### src/rtl/pipe_hazard_ctrl.sv
// Hazard, stall, flush and operand-forwarding control for a 5-stage pipeline.
// A not-ready data memory freezes the pipe; the wait FSM forces completion after MEM_TMO cycles.
//
//   state  | meaning
//   S_RUN  | normal flow; a not-ready memory access starts a wait
//   S_WAIT | memory access outstanding, whole pipe frozen
//   S_TMO  | one-cycle forced completion after timeout, pipe advances
module pipe_hazard_ctrl #(
  parameter int RA_W     = 5,
  parameter int BR_STAGE = 3,
  parameter int FWD_EN   = 1,
  parameter int MEM_TMO  = 15,
  parameter int CNT_W    = 16
) (
  input  logic             clk,
  input  logic             rst,
  input  logic [RA_W-1:0]  id_rs1,
  input  logic [RA_W-1:0]  id_rs2,
  input  logic             id_rs1_use,
  input  logic             id_rs2_use,
  input  logic [RA_W-1:0]  ex_rd,
  input  logic             ex_rw,
  input  logic             ex_mr,
  input  logic [RA_W-1:0]  mem_rd,
  input  logic             mem_rw,
  input  logic [RA_W-1:0]  wb_rd,
  input  logic             wb_rw,
  input  logic             br_taken,
  input  logic             mem_req,
  input  logic             mem_ready,
  output logic             en_if,
  output logic             en_ifid,
  output logic             en_idex,
  output logic             en_exmem,
  output logic             en_memwb,
  output logic             flush_ifid,
  output logic             flush_idex,
  output logic             flush_exmem,
  output logic [1:0]       fwd_a,
  output logic [1:0]       fwd_b,
  output logic             mem_tmo,
  output logic [CNT_W-1:0] stall_cnt
);

  typedef enum logic [1:0] {S_RUN, S_WAIT, S_TMO} state_t;

  // Down-counter holds the stalled cycles still allowed; the RUN cycle that
  // starts the wait is the first of the MEM_TMO.
  localparam logic [CNT_W-1:0] TMR_LOAD = CNT_W'(MEM_TMO - 1);
  localparam logic             BR_MEM   = (BR_STAGE == 3);

  state_t           state, state_nxt;
  logic [CNT_W-1:0] tmr, tmr_nxt;
  logic             br_pend, br_pend_nxt;
  logic             mem_stall;
  logic             ex_hit, mem_hit, raw_stall;
  logic [1:0]       fwd_a_nxt, fwd_b_nxt;
  logic             unused_wb;

  // WB writes land first in the regfile, so WB dests never create a hazard.
  assign unused_wb = ^{wb_rd, wb_rw};

  assign ex_hit  = ex_rw && (ex_rd != '0) &&
                   ((id_rs1_use && (id_rs1 == ex_rd)) || (id_rs2_use && (id_rs2 == ex_rd)));
  assign mem_hit = mem_rw && (mem_rd != '0) &&
                   ((id_rs1_use && (id_rs1 == mem_rd)) || (id_rs2_use && (id_rs2 == mem_rd)));
  assign raw_stall = (FWD_EN != 0) ? (ex_hit && ex_mr) : (ex_hit || mem_hit);

  function automatic logic [1:0] fwd_sel(input logic use_src, input logic [RA_W-1:0] rs,
                                         input logic ex_w, input logic [RA_W-1:0] ex_d,
                                         input logic mem_w, input logic [RA_W-1:0] mem_d);
    logic [1:0] sel;
    sel = 2'b00;
    if (use_src && mem_w && (mem_d != '0) && (mem_d == rs)) sel = 2'b10;
    if (use_src && ex_w && (ex_d != '0) && (ex_d == rs))    sel = 2'b01;
    return sel;
  endfunction

  assign fwd_a_nxt = fwd_sel(id_rs1_use, id_rs1, ex_rw, ex_rd, mem_rw, mem_rd);
  assign fwd_b_nxt = fwd_sel(id_rs2_use, id_rs2, ex_rw, ex_rd, mem_rw, mem_rd);

  always_comb begin
    state_nxt   = state;
    tmr_nxt     = tmr;
    br_pend_nxt = br_pend;
    mem_stall   = 1'b0;
    en_if       = 1'b1;
    en_ifid     = 1'b1;
    en_idex     = 1'b1;
    en_exmem    = 1'b1;
    en_memwb    = 1'b1;
    flush_ifid  = 1'b0;
    flush_idex  = 1'b0;
    flush_exmem = 1'b0;

    case (state)
      S_RUN: begin
        if (mem_req && !mem_ready) begin
          mem_stall = 1'b1;
          tmr_nxt   = TMR_LOAD;
          state_nxt = (MEM_TMO <= 1) ? S_TMO : S_WAIT;
        end
      end
      S_WAIT: begin
        if (mem_ready) begin
          state_nxt = S_RUN;
        end else begin
          mem_stall = 1'b1;
          if (tmr == CNT_W'(1)) state_nxt = S_TMO;
          else                  tmr_nxt   = tmr - CNT_W'(1);
        end
      end
      S_TMO:   state_nxt = S_RUN;
      default: state_nxt = S_RUN;
    endcase

    if (mem_stall) begin
      en_if       = 1'b0;
      en_ifid     = 1'b0;
      en_idex     = 1'b0;
      en_exmem    = 1'b0;
      en_memwb    = 1'b0;
      br_pend_nxt = br_pend || br_taken;
    end else begin
      br_pend_nxt = 1'b0;
      if (br_taken || br_pend) begin
        flush_ifid  = 1'b1;
        flush_idex  = 1'b1;
        flush_exmem = BR_MEM;
      end else if (raw_stall) begin
        en_if      = 1'b0;
        en_ifid    = 1'b0;
        flush_idex = 1'b1;
      end
    end

    if (rst) begin
      en_if       = 1'b1;
      en_ifid     = 1'b1;
      en_idex     = 1'b1;
      en_exmem    = 1'b1;
      en_memwb    = 1'b1;
      flush_ifid  = 1'b0;
      flush_idex  = 1'b0;
      flush_exmem = 1'b0;
    end
  end

  always_ff @(posedge clk) begin
    if (rst) begin
      state     <= S_RUN;
      tmr       <= '0;
      br_pend   <= 1'b0;
      mem_tmo   <= 1'b0;
      stall_cnt <= '0;
      fwd_a     <= 2'b00;
      fwd_b     <= 2'b00;
    end else begin
      state   <= state_nxt;
      tmr     <= tmr_nxt;
      br_pend <= br_pend_nxt;
      if (state == S_TMO) mem_tmo <= 1'b1;
      if (!en_if && (stall_cnt != '1)) stall_cnt <= stall_cnt + CNT_W'(1);
      if ((FWD_EN != 0) && en_idex) begin
        fwd_a <= flush_idex ? 2'b00 : fwd_a_nxt;
        fwd_b <= flush_idex ? 2'b00 : fwd_b_nxt;
      end
    end
  end

endmodule

### config.mk
export PLATFORM = sky130hd
export DESIGN_NAME = pipe_hazard_ctrl
export DESIGN_NICKNAME = d
export VERILOG_FILES = /design/src/rtl/pipe_hazard_ctrl.sv
export SDC_FILE = /design/constraint.sdc
export NUM_CORES = 1
export LEC_CHECK = 0
export ABC_AREA = 1
export ABC_CLOCK_PERIOD_IN_PS = 4000
export BUFFER_PORTS_ARGS = -buffer_cell sky130_fd_sc_hd__buf_2
export CORE_AREA = 2 2 81 83
export CTS_BUF_LIST = sky130_fd_sc_hd__clkbuf_8
export DETAILED_ROUTE_END_ITERATION = 8
export DIE_AREA = 0 0 83 85
export PLACE_DENSITY_LB_ADDON = 0.15
export SYNTH_ARGS = -nofsm -noshare
export SYNTH_HDL_FRONTEND = slang
export SYNTH_SLANG_ARGS = --single-unit
### constraint.sdc
create_clock -name clk -period 4 [get_ports clk]
set_clock_uncertainty 0.2 [all_clocks]
set_input_delay 0.4 -clock clk [delete_from_list [all_inputs] [get_ports clk]]
set_output_delay 0.4 -clock clk [all_outputs]
set_load 0.005 [all_outputs]
==> results of run 1 <==
cell usage after synthesis, types with 2 or more instances:
cell type / count / area, sq um
a21oi_1: 19 / 95.1
a21oi_2: 11 / 96.3
a31oi_1: 2 / 12.5
buf_4: 6 / 45.0
buf_6: 2 / 22.5
clkbuf_1: 4 / 15.0
dfxtp_1: 40 / 801
ha_1: 3 / 37.5
inv_1: 41 / 154
inv_2: 7 / 26.3
nand2_1: 106 / 398
nand2_2: 2 / 12.5
nand2_4: 3 / 33.8
nand3_1: 28 / 140
nand3_2: 8 / 80.1
nand3b_1: 4 / 30.0
nand4_1: 7 / 43.8
nor2_1: 72 / 270
nor2_2: 2 / 12.5
nor2_4: 3 / 33.8
nor3_1: 12 / 60.1
nor4_1: 2 / 12.5
o2111ai_1: 2 / 17.5
o21ai_0: 4 / 20.0
o21ai_1: 2 / 10.0
o22ai_1: 4 / 25.0
or2_2: 2 / 12.5
xnor2_1: 6 / 52.6
xor2_1: 10 / 87.6
flip-flops by register name (all words and copies together), names as in the netlist:
signal     cells
fwd_b          2
br_pend        1
state          2
stall_cnt     16
mem_tmo        1
fwd_a          2
tmr           16
worst max-delay path: stages:
cell	delay [ns]
buf_2	0.52
inv_1	0.30
nand2_4	0.20
nand2_4	0.19
inv_1	0.12
buf_2	0.11
layout make-up:
| cell class | count | area, sq um |
|---|---|---|
| multi-input cells | 316 | 1620 |
| inverters | 49 | 186 |
| well taps | 77 | 96.3 |
| flip-flops and latches | 40 | 801 |
| fillers | 656 | 3090 |
| clock buffers | 5 | 68.8 |
| repair buffers | 58 | 290 |
| clock inverters | 3 | 46.3 |
power groups by stage:
stage / clock (W) / combinational, W / sequential, W
finish: 0.000353 / 0.000197 / 0.000424
global route: 0.000376 / 0.000224 / 0.000426
CTS: 0.000360 / 0.000196 / 0.000424
detailed placement: 0 / 0.000195 / 0.000433
global placement: 0 / 0.000193 / 0.000433
floorplan: 0 / 0.000146 / 0.000430
metrics by stage:
step / total power [W] / hold slack [ns] / utilization, % / setup WS [ns]
after floorplan: 0.000577 / 0.246 / - / 1.98
after global placement: 0.000626 / 0.240 / 48.3 / 1.54
after detailed placement: 0.000629 / 0.235 / 48.3 / 1.52
after CTS: 0.000981 / 0.105 / 50.2 / 1.52
after global routing: 0.00103 / 0.113 / 50.2 / 1.41
final: 0.000973 / 0.109 / 50.2 / 1.54
how the worst max path moves through the flow:
stage	startpoint	to	slack, ns
floorplan	mem_req	en_ifid	1.98
global placement	rst	en_ifid	1.54
detailed placement	rst	en_ifid	1.52
CTS	rst	en_ifid	1.52
global route	rst	en_ifid	1.41
finish	rst	en_ifid	1.54
kinds of logic (layout without fill, tap and decap cells):
logic type | count (synthesis) | count (layout) | share of synthesized area (%)
AO/OA/AOI/OAI | 45 | 45 | 10.5
XOR/XNOR | 16 | 16 | 5.16
adder cells (fa/ha/maj) | 3 | 3 | 1.38
buffers and inverters | 63 | 115 | 10.6
flip-flops | 40 | 40 | 29.5
AND/OR/NAND/NOR | 252 | 252 | 42.8
metal layers:
layer | wire length [microns] | vias to the layer above
met5 | 0 | -
met4 | 91 | 0
met3 | 219 | 10
met2 | 3040 | 49
met1 | 3170 | 1193
li1 | - | 1446
==> flow_summary.json, run 1 <==
{
  "nets": 509,
  "yosysWarnings": 0,
  "grt_pass1_vias": 2480,
  "rsz0062_at_grt": "no",
  "core-area_sq_um": 6200,
  "cp_max_fo": 29,
  "synthFlopType": "dfxtp_1",
  "switching_power_w": 0.000303,
  "use_met3_pct": 3.70,
  "rr_endpoint": "stall_cnt[1]",
  "grtUsageTotal_pct": 18.8,
  "yosysUniqueCellTypes": 34,
  "grt_util_met2_pct": 30.3,
  "syn_nets": 458,
  "powerDensity_nw_per_um2": 313,
  "seqPwrFrac_pct": 43.6,
  "rr_worst_depth": 8,
  "hold_end": "state[1]",
  "synth-seq-area-share_pct": 29.5,
  "async_reset_ff_share_pct": 0,
  "num_vias": 2698,
  "tritoncts": "done",
  "critical_path.endpoint_type": "output port",
  "antenna_found_initial": 0,
  "drt-initial-drc-count": 83,
  "grt_use_met1_pct": 25.2,
  "p_leak_nw": 1.45,
  "cts_root_buf": "clkbuf_8",
  "drt_pre_antenna_iters": 4,
  "drv_cap": 0,
  "clkPwrFrac_pct": 36.2,
  "finalWirelength_microns": 6520,
  "io_pins": 65,
  "ys_ff_latch": 40,
  "hold_viol_final": 0,
  "dpl_cell_area_sq_um": 3000,
  "cts_resized": 0,
  "final_common_cell": "nand2_1",
  "stdcell_count": 548,
  "syn_to_final_growth_pct": 14.7,
  "synth-edff-count": 0,
  "cts.reportedPaths.clkPinSlew_ns": 0.10,
  "grt_pass1_wl_microns": 11100,
  "finish.instance_area_sq_um": 3110,
  "peakVddDrop_uv": 237,
  "hp-class": "in -> reg",
  "die_h_microns": 85,
  "cts_post_setup_buffers_inserted": 0,
  "cts_buffers": 5,
  "start_kind": "input port",
  "clock_path_buffers": 2,
  "synth_area_sq_um": 2710,
  "cp.required_ns": 3.40,
  "diodes": 0,
  "clock_latency_ns": 0.30,
  "setup_viol": 0,
  "power_frac_comb_pct": 20.2,
  "hpwl_microns": 4890,
  "grt_start_max_net_pins": 30,
  "r2r-start": "stall_cnt[0]",
  "setup_tns_ns": 0,
  "drtAntennaViolNets": 0,
  "internal_power_w": 0.000670,
  "die_area_sq_um": 7060,
  "drive_gt1_share_pct": 22.5,
  "dp.cells": 540,
  "swShare_pct": 31.1,
  "crit_arrival_ns": 1.86,
  "cts_hold_buf": 0,
  "final_cell_mix": "nand2_1, nor2_1, buf_2",
  "slew_headroom_pct": 55.2,
  "hold_start": "mem_ready",
  "syn_avg_cell_area_sq_um": 6.48,
  "fin_crit_ns": 2.46,
  "grt_most_used_layer": "met2",
  "outcome": "completed",
  "hold_depth": 2,
  "die_x_microns": 83,
  "drc": 0,
  "viasPerCell": 4.92,
  "r2r_slack_ns": 1.73,
  "gr-total-overflow": 0,
  "clock_sinks": 40,
  "path_class": "in -> out",
  "fin_crit_sh_pct": 61.5,
  "worst_pin_slew_ns": 0.672,
  "fmax_mhz": 406,
  "core.rowCount": 29,
  "globalplace.congestion": 0.960,
  "portBuffers": 58,
  "cts_htree_levels": 2,
  "syn_inst": 419,
  "routedWlPerCell_microns": 11.9,
  "drv_slew": 0,
  "start_util_pct": 43.7
}
(Power assumes the default switching activity.)
==> run 2, diff against run 1 <==
--- a/config.mk
+++ b/config.mk
@@ -6,7 +6,7 @@
 export NUM_CORES = 1
 export LEC_CHECK = 0
 export ABC_AREA = 1
-export ABC_CLOCK_PERIOD_IN_PS = 4000
+export ABC_CLOCK_PERIOD_IN_PS = 2100
 export BUFFER_PORTS_ARGS = -buffer_cell sky130_fd_sc_hd__buf_2
 export CORE_AREA = 2 2 81 83
 export CTS_BUF_LIST = sky130_fd_sc_hd__clkbuf_8
==> constraint.sdc (replaced) <==
create_clock -name clk -period 2.1 [get_ports clk]
set_clock_uncertainty 0.2 [all_clocks]
set_input_delay 0.21 -clock clk [delete_from_list [all_inputs] [get_ports clk]]
set_output_delay 0.21 -clock clk [all_outputs]
set_load 0.005 [all_outputs]
==> flow_summary.json, run 2 (same netlist as run 1, synthesis figures left out) <==
{
  "fin_crit_ns": 2.01,
  "final_common_cell": "nand2_1",
  "cp.required_ns": 1.69,
  "core-area_sq_um": 6200,
  "worst_pin_slew_ns": 0.442,
  "drv_slew": 0,
  "grtUsageTotal_pct": 18.9,
  "grt_start_max_net_pins": 21,
  "finalWirelength_microns": 6740,
  "core.rowCount": 29,
  "cp_max_fo": 9,
  "die_h_microns": 85,
  "clock_path_buffers": 2,
  "outcome": "completed",
  "path_class": "reg -> out",
  "portBuffers": 58,
  "cts_htree_levels": 2,
  "finish.utilization_pct": 53.1,
  "diodes": 0,
  "clock_latency_ns": 0.30,
  "drv_cap": 0,
  "slew_headroom_pct": 70.4,
  "setup_viol": 0,
  "cts_root_buf": "clkbuf_8",
  "clock_sinks": 40,
  "fin_crit_sh_pct": 95.6,
  "io_pins": 65,
  "start_kind": "register",
  "hpwl_microns": 5070,
  "cts.reportedPaths.clkPinSlew_ns": 0.09,
  "drtAntennaViolNets": 0,
  "routedWlPerCell_microns": 11.9,
  "nets": 529,
  "powerDensity_nw_per_um2": 570,
  "num_vias": 2757,
  "drt-initial-drc-count": 91,
  "finish.instance_area_sq_um": 3290,
  "dpl_cell_area_sq_um": 3080,
  "hold_viol_final": 0,
  "crit_arrival_ns": 1.60,
  "tritoncts": "done",
  "drc": 0,
  "critical_path.endpoint_type": "output port",
  "largestRegisters": "stall_cnt x16, tmr x16",
  "p_leak_nw": 1.56,
  "dp.cells": 551,
  "drt_pre_antenna_iters": 5,
  "worst_hold_slack_ns": 0.0435,
  "antenna_found_initial": 0,
  "hp-class": "in -> reg",
  "post-place-ws_ns": 0.186,
  "drive_gt1_share_pct": 25.7,
  "final_cell_mix": "nand2_1, nor2_1, buf_2",
  "grt_pass1_vias": 2573,
  "die_area_sq_um": 7060,
  "viasPerCell": 4.85,
  "syn_to_final_growth_pct": 21.3,
  "fmax_mhz": 498,
  "peakVddDrop_uv": 303,
  "die_x_microns": 83,
  "globalplace.congestion": 0.964,
  "start_util_pct": 43.7,
  "grt_pass1_wl_microns": 11300,
  "setup_ws_ns": 0.0921,
  "cts_buffers": 5,
  "stdcell_count": 568,
  "gr-total-overflow": 0
}
==> run 2: changes by cell type in the layout (fill, tap and decap cells not counted) <==
cell	change
clkbuf_8	+1
clkinvlp_4	-1
clkinv_4	+1
buf_4	+17
dfxtp_2	+1
nand3_1	-1
dlygate4sd3_1	+2
dfxtp_1	-1
nand3_2	+1
inv_6	-1
nand2_8	+1
==> run 2: per-layer routing <==
| layer | share of wire (%) | global-route usage (%) |
|---|---|---|
| met1 | 48 | 24.3 |
| met2 | 47 | 32.3 |
| met3 | 4.1 | 3.40 |
| met4 | 0.82 | 5.96 |
| met5 | 0 | 0 |
==> run 2: layout make-up <==
| cell class | instances | area (sq um) |
|---|---|---|
| sequential | 40 | 802 |
| fill | 621 | 2910 |
| inverter | 49 | 186 |
| multi-input combinational | 317 | 1650 |
| timing repair buffer | 77 | 438 |
| clock buffer | 6 | 82.6 |
| tap | 77 | 96.3 |
| clock inverter | 2 | 38.8 |
==> run 2: per-stage QoR <==
step | total power [W] | TNS (ns)
3_5_place_dp | 0.00121 | 0
4_1_cts | 0.00189 | 0
3_3_place_gp | 0.00120 | 0
2_1_floorplan | 0.00110 | 0
5_1_grt | 0.00198 | -0.00772
6_report | 0.00188 | 0
==> run 2: what timing repair did <==
action	in CTS	in global routing
hold buffers	2	0
pin swaps	1	3
hold endpoints to repair	2	0
gates resized for setup	2	1
cloned	0	1
setup endpoints to repair	2	2
setup buffers	0	6
==> run 2: final timing paths <==
kind / cells after the start / from / end / slack [ns]
worst max register to register: 11 / tmr[1] / tmr[4] / 0.15
worst min register to register: 2 / fwd_a[1] / fwd_a[1] / 0.26
worst max-delay path: 9 / state[1] / en_ifid / 0.09
worst min-delay path: 2 / rst / state[0] / 0.04
==> run 2: worst max-delay path, stage by stage, from the launching register on <==
cell and delay, ns:
dfxtp_2 0.38, nor2_1 0.07, nand2_2 0.12, inv_2 0.07
nor2_4 0.18, inv_4 0.07, nand2_4 0.15, nand2_8 0.09
inv_1 0.07, buf_2 0.10
==> run 2: power by group <==
part           switching (W)  internal, W
Sequential         0.0000212     0.000784
Clock               0.000283     0.000389
Combinational       0.000246     0.000155
